[src/rtl/ysyx_24100006_xbar.sv]
// AXI-Lite 1-master/2-slave crossbar: slave 0 = memory window, slave 1 = CLINT mtime.
// Unmapped addresses get DECERR locally; one transaction in flight at a time.
//   state   | meaning
//   IDLE    | waiting for a request, decode latched on acceptance
//   RD_ADDR | ar forwarded to selected slave
//   RD_DATA | r passed through from selected slave
//   RD_ERR  | unmapped read, local DECERR response
//   WR      | aw and w forwarded independently
//   WR_RESP | b passed through from selected slave
//   WR_ERR  | unmapped write, local DECERR response
module ysyx_24100006_xbar #(
  parameter logic [31:0] MEM_BASE   = 32'h8000_0000,
  parameter logic [31:0] MEM_SIZE   = 32'h0800_0000,
  parameter logic [31:0] CLINT_BASE = 32'ha000_0048,
  parameter logic [31:0] CLINT_SIZE = 32'h0000_0008
) (
  input  logic        clk,
  input  logic        reset,
  input  logic [31:0] m_araddr,
  input  logic        m_arvalid,
  output logic        m_arready,
  output logic [31:0] m_rdata,
  output logic [1:0]  m_rresp,
  output logic        m_rvalid,
  input  logic        m_rready,
  input  logic [31:0] m_awaddr,
  input  logic        m_awvalid,
  output logic        m_awready,
  input  logic [31:0] m_wdata,
  input  logic [7:0]  m_wstrb,
  input  logic        m_wvalid,
  output logic        m_wready,
  output logic [1:0]  m_bresp,
  output logic        m_bvalid,
  input  logic        m_bready,
  output logic [63:0] s_araddr,
  output logic [63:0] s_awaddr,
  output logic [63:0] s_wdata,
  output logic [15:0] s_wstrb,
  output logic [1:0]  s_arvalid,
  output logic [1:0]  s_awvalid,
  output logic [1:0]  s_wvalid,
  output logic [1:0]  s_rready,
  output logic [1:0]  s_bready,
  input  logic [1:0]  s_arready,
  input  logic [1:0]  s_awready,
  input  logic [1:0]  s_wready,
  input  logic [1:0]  s_rvalid,
  input  logic [1:0]  s_bvalid,
  input  logic [63:0] s_rdata,
  input  logic [3:0]  s_rresp,
  input  logic [3:0]  s_bresp
);

  localparam logic [2:0] IDLE    = 3'd0;
  localparam logic [2:0] RD_ADDR = 3'd1;
  localparam logic [2:0] RD_DATA = 3'd2;
  localparam logic [2:0] RD_ERR  = 3'd3;
  localparam logic [2:0] WR      = 3'd4;
  localparam logic [2:0] WR_RESP = 3'd5;
  localparam logic [2:0] WR_ERR  = 3'd6;

  logic [2:0]  state;
  logic [31:0] addr_q;
  logic        sel;
  logic        err;
  logic        aw_done;
  logic        w_done;
  logic        acc_done;

  // 33-bit compare so a window ending exactly at 2^32 does not wrap
  function automatic logic in_win(input logic [31:0] a, input logic [31:0] base,
                                  input logic [31:0] size);
    return ({1'b0, a} >= {1'b0, base}) && ({1'b0, a} < ({1'b0, base} + {1'b0, size}));
  endfunction

  logic [31:0] dec_addr;
  logic        dec_clint;
  logic        dec_err;

  always_comb begin
    dec_addr  = m_arvalid ? m_araddr : m_awaddr;
    dec_clint = in_win(dec_addr, CLINT_BASE, CLINT_SIZE);
    dec_err   = !in_win(dec_addr, MEM_BASE, MEM_SIZE) && !dec_clint;
  end

  logic aw_hs;
  logic w_hs;

  always_comb begin
    s_araddr  = {addr_q, addr_q};
    s_awaddr  = {addr_q, addr_q};
    s_wdata   = {m_wdata, m_wdata};
    s_wstrb   = {m_wstrb, m_wstrb};
    s_arvalid = 2'b00;
    s_awvalid = 2'b00;
    s_wvalid  = 2'b00;
    s_rready  = 2'b00;
    s_bready  = 2'b00;
    m_arready = 1'b0;
    m_awready = 1'b0;
    m_wready  = 1'b0;
    m_rvalid  = 1'b0;
    m_rdata   = 32'h0;
    m_rresp   = 2'b00;
    m_bvalid  = 1'b0;
    m_bresp   = 2'b00;
    case (state)
      RD_ADDR: begin
        s_arvalid[sel] = m_arvalid;
        m_arready      = s_arready[sel];
      end
      RD_DATA: begin
        m_rvalid      = s_rvalid[sel];
        m_rdata       = sel ? s_rdata[63:32] : s_rdata[31:0];
        m_rresp       = sel ? s_rresp[3:2] : s_rresp[1:0];
        s_rready[sel] = m_rready;
      end
      RD_ERR: begin
        m_arready = !acc_done;
        m_rvalid  = acc_done && err;
        m_rresp   = (acc_done && err) ? 2'b11 : 2'b00;
      end
      WR: begin
        s_awvalid[sel] = m_awvalid && !aw_done;
        m_awready      = s_awready[sel] && !aw_done;
        s_wvalid[sel]  = m_wvalid && !w_done;
        m_wready       = s_wready[sel] && !w_done;
      end
      WR_RESP: begin
        m_bvalid      = s_bvalid[sel];
        m_bresp       = sel ? s_bresp[3:2] : s_bresp[1:0];
        s_bready[sel] = m_bready;
      end
      WR_ERR: begin
        // aw and w are only taken as a pair
        m_awready = !acc_done && m_awvalid && m_wvalid;
        m_wready  = !acc_done && m_awvalid && m_wvalid;
        m_bvalid  = acc_done && err;
        m_bresp   = (acc_done && err) ? 2'b11 : 2'b00;
      end
      default: ;
    endcase
  end

  always_comb begin
    aw_hs = m_awvalid && m_awready;
    w_hs  = m_wvalid && m_wready;
  end

  always_ff @(posedge clk) begin
    if (reset) begin
      state    <= IDLE;
      addr_q   <= 32'h0;
      sel      <= 1'b0;
      err      <= 1'b0;
      aw_done  <= 1'b0;
      w_done   <= 1'b0;
      acc_done <= 1'b0;
    end else begin
      case (state)
        IDLE: begin
          aw_done  <= 1'b0;
          w_done   <= 1'b0;
          acc_done <= 1'b0;
          if (m_arvalid) begin
            addr_q <= m_araddr;
            sel    <= dec_clint;
            err    <= dec_err;
            state  <= dec_err ? RD_ERR : RD_ADDR;
          end else if (m_awvalid && m_wvalid) begin
            addr_q <= m_awaddr;
            sel    <= dec_clint;
            err    <= dec_err;
            state  <= dec_err ? WR_ERR : WR;
          end
        end
        RD_ADDR: if (m_arvalid && s_arready[sel]) state <= RD_DATA;
        RD_DATA: if (s_rvalid[sel] && m_rready) state <= IDLE;
        RD_ERR: begin
          if (!acc_done && m_arvalid) acc_done <= 1'b1;
          if (acc_done && m_rready) begin
            acc_done <= 1'b0;
            state    <= IDLE;
          end
        end
        WR: begin
          if ((aw_done || aw_hs) && (w_done || w_hs)) begin
            aw_done <= 1'b0;
            w_done  <= 1'b0;
            state   <= WR_RESP;
          end else begin
            if (aw_hs) aw_done <= 1'b1;
            if (w_hs)  w_done  <= 1'b1;
          end
        end
        WR_RESP: if (s_bvalid[sel] && m_bready) state <= IDLE;
        WR_ERR: begin
          if (!acc_done && m_awvalid && m_wvalid) acc_done <= 1'b1;
          if (acc_done && m_bready) begin
            acc_done <= 1'b0;
            state    <= IDLE;
          end
        end
        default: state <= IDLE;
      endcase
    end
  end

endmodule

[config.mk]
export PLATFORM = sky130hd
export DESIGN_NAME = ysyx_24100006_xbar
export DESIGN_NICKNAME = d
export VERILOG_FILES = /design/src/rtl/ysyx_24100006_xbar.sv
export SDC_FILE = /design/constraint.sdc
export NUM_CORES = 1
export LEC_CHECK = 0
export CORE_AREA = 8 8 170 172
export DETAILED_ROUTE_END_ITERATION = 7
export DIE_AREA = 0 0 178 180
export PLACE_DENSITY = 0.63
export SLEW_MARGIN = 10
export SYNTH_ARGS = -nofsm -noshare
export SYNTH_HDL_FRONTEND = slang
export SYNTH_SLANG_ARGS = --single-unit
[constraint.sdc]
create_clock -name clk -period 1.5 [get_ports clk]
set_input_delay 0.15 -clock clk [delete_from_list [all_inputs] [get_ports clk]]
set_output_delay 0.15 -clock clk [all_outputs]
set_load 0.01 [all_outputs]
==> results.cfg <==
[outcome]
status = finished, violations left
violations = setup timing

[global_routing]
grt_usage_pct = 12.7
grt_pass1_vias = 4754
antenna_found_initial = 0
grt_first_pass_wirelength_um = 30900
grt_max_degree = 41
grt-ovfl-total = 0

[power]
clkPwrFrac_pct = 11.5
p_per_area_nw_per_um2 = 1430
p_leak_nw = 3.19
vdd_drop_max_mv = 0.708
combPwrFrac_pct = 70.4
p_sw_share_pct = 38.4
internal_power_w = 0.00720
finalPower_w = 0.0117
switchingPower_w = 0.00448
p_seq_share_pct = 18.1

[layout]
n_fill_cell = 2734
fin_cells = 1095
antenna_cells = 0
final_util_pct = 30.9
design_area_um2 = 8150
drive_gt1_share_pct = 39.9
area_growth_pct = 94.9
nets = 946

[flow_run]
maxCapViolations = 0

[timing]
min_period_ns = 1.67
period_share_pct = 112
skew_ns = 0.00400
finalSetupViolCount = 83
fin_setup_tns_ns = -5.93
rsz0062_at_grt = true
worst_slack_ns = -0.174
hold_viol_final = 0
max_freq_ghz = 0.597
slew_headroom_pct = 75.6
worstMarginPinSlew_ns = 0.363
slew_violations = 0

[die]
rows = 60
dieHeight_um = 180
core_area_um2 = 26400
ioPinCount = 452
dieArea_um2 = 32000
initial_core_util_pct = 15.9
die_x_um = 178

[detailed_routing]
drt_pass1_iterations = 4
drt_first_iter_violations = 115
wl_per_cell_um = 19.5
wl_um = 21400
drt-vias-per-instance = 4.02
ant_nets = 0
route.detailed.drc = 0
dr_total_vias = 4397

[critical_path]
cp.arrival_ns = 1.89
cp_top_family = compound AO/OA/AOI/OAI gates
reg2reg_depth = 7
cp.required_ns = 1.71
critPathLaunchType = flop
cp_cell_sequence = buf_12 > mux2i_4 > o211ai_1 > nand3_2 > buf_6 > o21ba_4 > nor3_2
crit_fanout = 7
crit_cells = 7
critPathBufInv = 2
cp-end-kind = flop
cpMaxStageDelayCell = dfxtp_4
cpPeakStageDelay_ns = 0.39
critPathKind = reg -> reg

[synthesis]
syn-mean-instance-area_um2 = 7.93
synthesis.area_um2 = 4180
synth_ff_type = dfxtp_1
yosysWarnings = 0
synth_top_area_share_pct = 32.0
synthTopCellsByArea = buf_4 (32%), dfxtp_1 (19%), mux2i_1 (17%), nor2_1 (6.7%), a211oi_1 (6.5%)
synth_cell_type_count = 43
synth_fp_nets = 720
synth_largest_area_cell = buf_4
synth_edf_count = 0
synthArstFlopShare_pct = 0
synth_cells = 527
ys_seq_elements = 40
synth.yosys.seq_area_share_pct = 19.2

[placement]
hpwl_um = 17100
dpl_cell_area_um2 = 7020
place_inst = 1055
port_buffers = 331
place_congestion = 0.784

[cts]
cts_made_buffers = 5
clock_path_buffers = 2
htreeDepth = 2
clk_latency_ns = 0.29
cts_tree = yes
cts_sinks = 40
ctsHoldBuffers = 0
cts_root_buf = clkbuf_16
clk_transition_reported_paths_ns = 0.06

[min_path]
hold_class = in -> reg
min_delay_path_depth = 3
==> final timing paths <==
path / from / end / slack (ns)
worst max register to register: sel / state[2] / -0.17
worst max-delay path: sel / state[2] / -0.17
worst min-delay path: m_araddr[13] / addr_q[13] / 0.23
worst min register to register: addr_q[11] / addr_q[11] / 0.53
==> worst min-delay path, cell delays in order <==
cell      delay, ns
buf_2          0.11
mux2i_1        0.12
a211oi_1       0.09
==> Yosys cell counts (4+ instances only) <==
cell type / number
nand2_1: 15
buf_1: 4
nor2_1: 75
nor4_1: 4
clkbuf_1: 4
a21oi_1: 8
o21ai_0: 8
dfxtp_1: 40
mux2i_1: 73
nand2b_1: 4
buf_2: 19
nor3_1: 5
buf_4: 178
nor2b_1: 6
a211oi_1: 36
and3_1: 4
==> through the flow <==
step / setup slack, ns / hold slack [ns]
5_1_grt: -0.246 / 0.248
3_3_place_gp: -0.676 / 0.300
2_1_floorplan: -0.00895 / 0.364
4_1_cts: -0.180 / 0.222
3_5_place_dp: -0.762 / 0.300
6_report: -0.174 / 0.233
==> repair_timing <==
item | 4_1_cts | 5_1_grt
hold endpoints to repair | 0 | 0
setup buffers | 21 | 6
setup endpoints to repair | 120 | 119
gates cloned | 8 | 0
gates resized for setup | 397 | 60
pin swaps | 63 | 9
==> placed cells by master (no fill, tap or decap), types with 4 or more instances in the layout <==
| cell | n |
|---|---|
| a211oi_1 | 4 |
| a211oi_2 | 32 |
| a21oi_1 | 4 |
| a21oi_2 | 4 |
| buf_12 | 13 |
| buf_16 | 6 |
| buf_2 | 49 |
| buf_4 | 52 |
| buf_6 | 24 |
| buf_8 | 5 |
| clkbuf_16 | 5 |
| clkdlybuf4s50_1 | 261 |
| dfxtp_1 | 16 |
| dfxtp_2 | 18 |
| dfxtp_4 | 6 |
| dlygate4sd2_1 | 12 |
| mux2i_1 | 67 |
| nand2_1 | 11 |
| nand2b_1 | 4 |
| nor2_1 | 38 |
| nor2_2 | 27 |
| nor2_4 | 11 |
| nor2b_4 | 5 |
| o21ai_1 | 6 |
==> routing by layer <==
layer,vias up,global-route usage [%],routed length [µm]
li1,2100,-,-
met1,2046,13.2,7800
met2,173,23.9,11600
met3,78,2.24,1240
met4,0,5.57,741
met5,-,0,0
==> logic make-up after synthesis <==
group,after synthesis,share of synthesized area (%)
flops,40,19.2
buf+inv,207,35.1
mux,73,17.5
simple gates,139,16.8
compound gates,68,11.5
==> final cells by class <==
| type | instances | area (µm²) | share of cell area [%] |
|---|---|---|---|
| Clock buffer | 7 | 153 | 1.87 |
| Clock inverter | 1 | 30.0 | 0.369 |
| Inverter | 2 | 7.51 | 0.0922 |
| Multi-Input combinational cell | 280 | 2510 | 30.9 |
| Sequential cell | 40 | 846 | 10.4 |
| Tap cell | 341 | 427 | 5.24 |
| Timing Repair Buffer | 424 | 4170 | 51.2 |
==> power by group through the flow <==
stage	clock network, W	logic (W)	registers [W]
after detailed placement	0	0.00638	0.00204
after global placement	0	0.00634	0.00203
after floorplan	0	0.00352	0.00195
final	0.00134	0.00822	0.00212
after CTS	0.00142	0.00796	0.00212
after global routing	0.00145	0.00871	0.00221
==> registers in the layout (all words and copies together), names as in the netlist <==
| register | cells |
|---|---|
| acc_done | 1 |
| addr_q | 32 |
| aw_done | 1 |
| err | 1 |
| sel | 1 |
| state | 3 |
| w_done | 1 |
(Power assumes the default switching activity.)
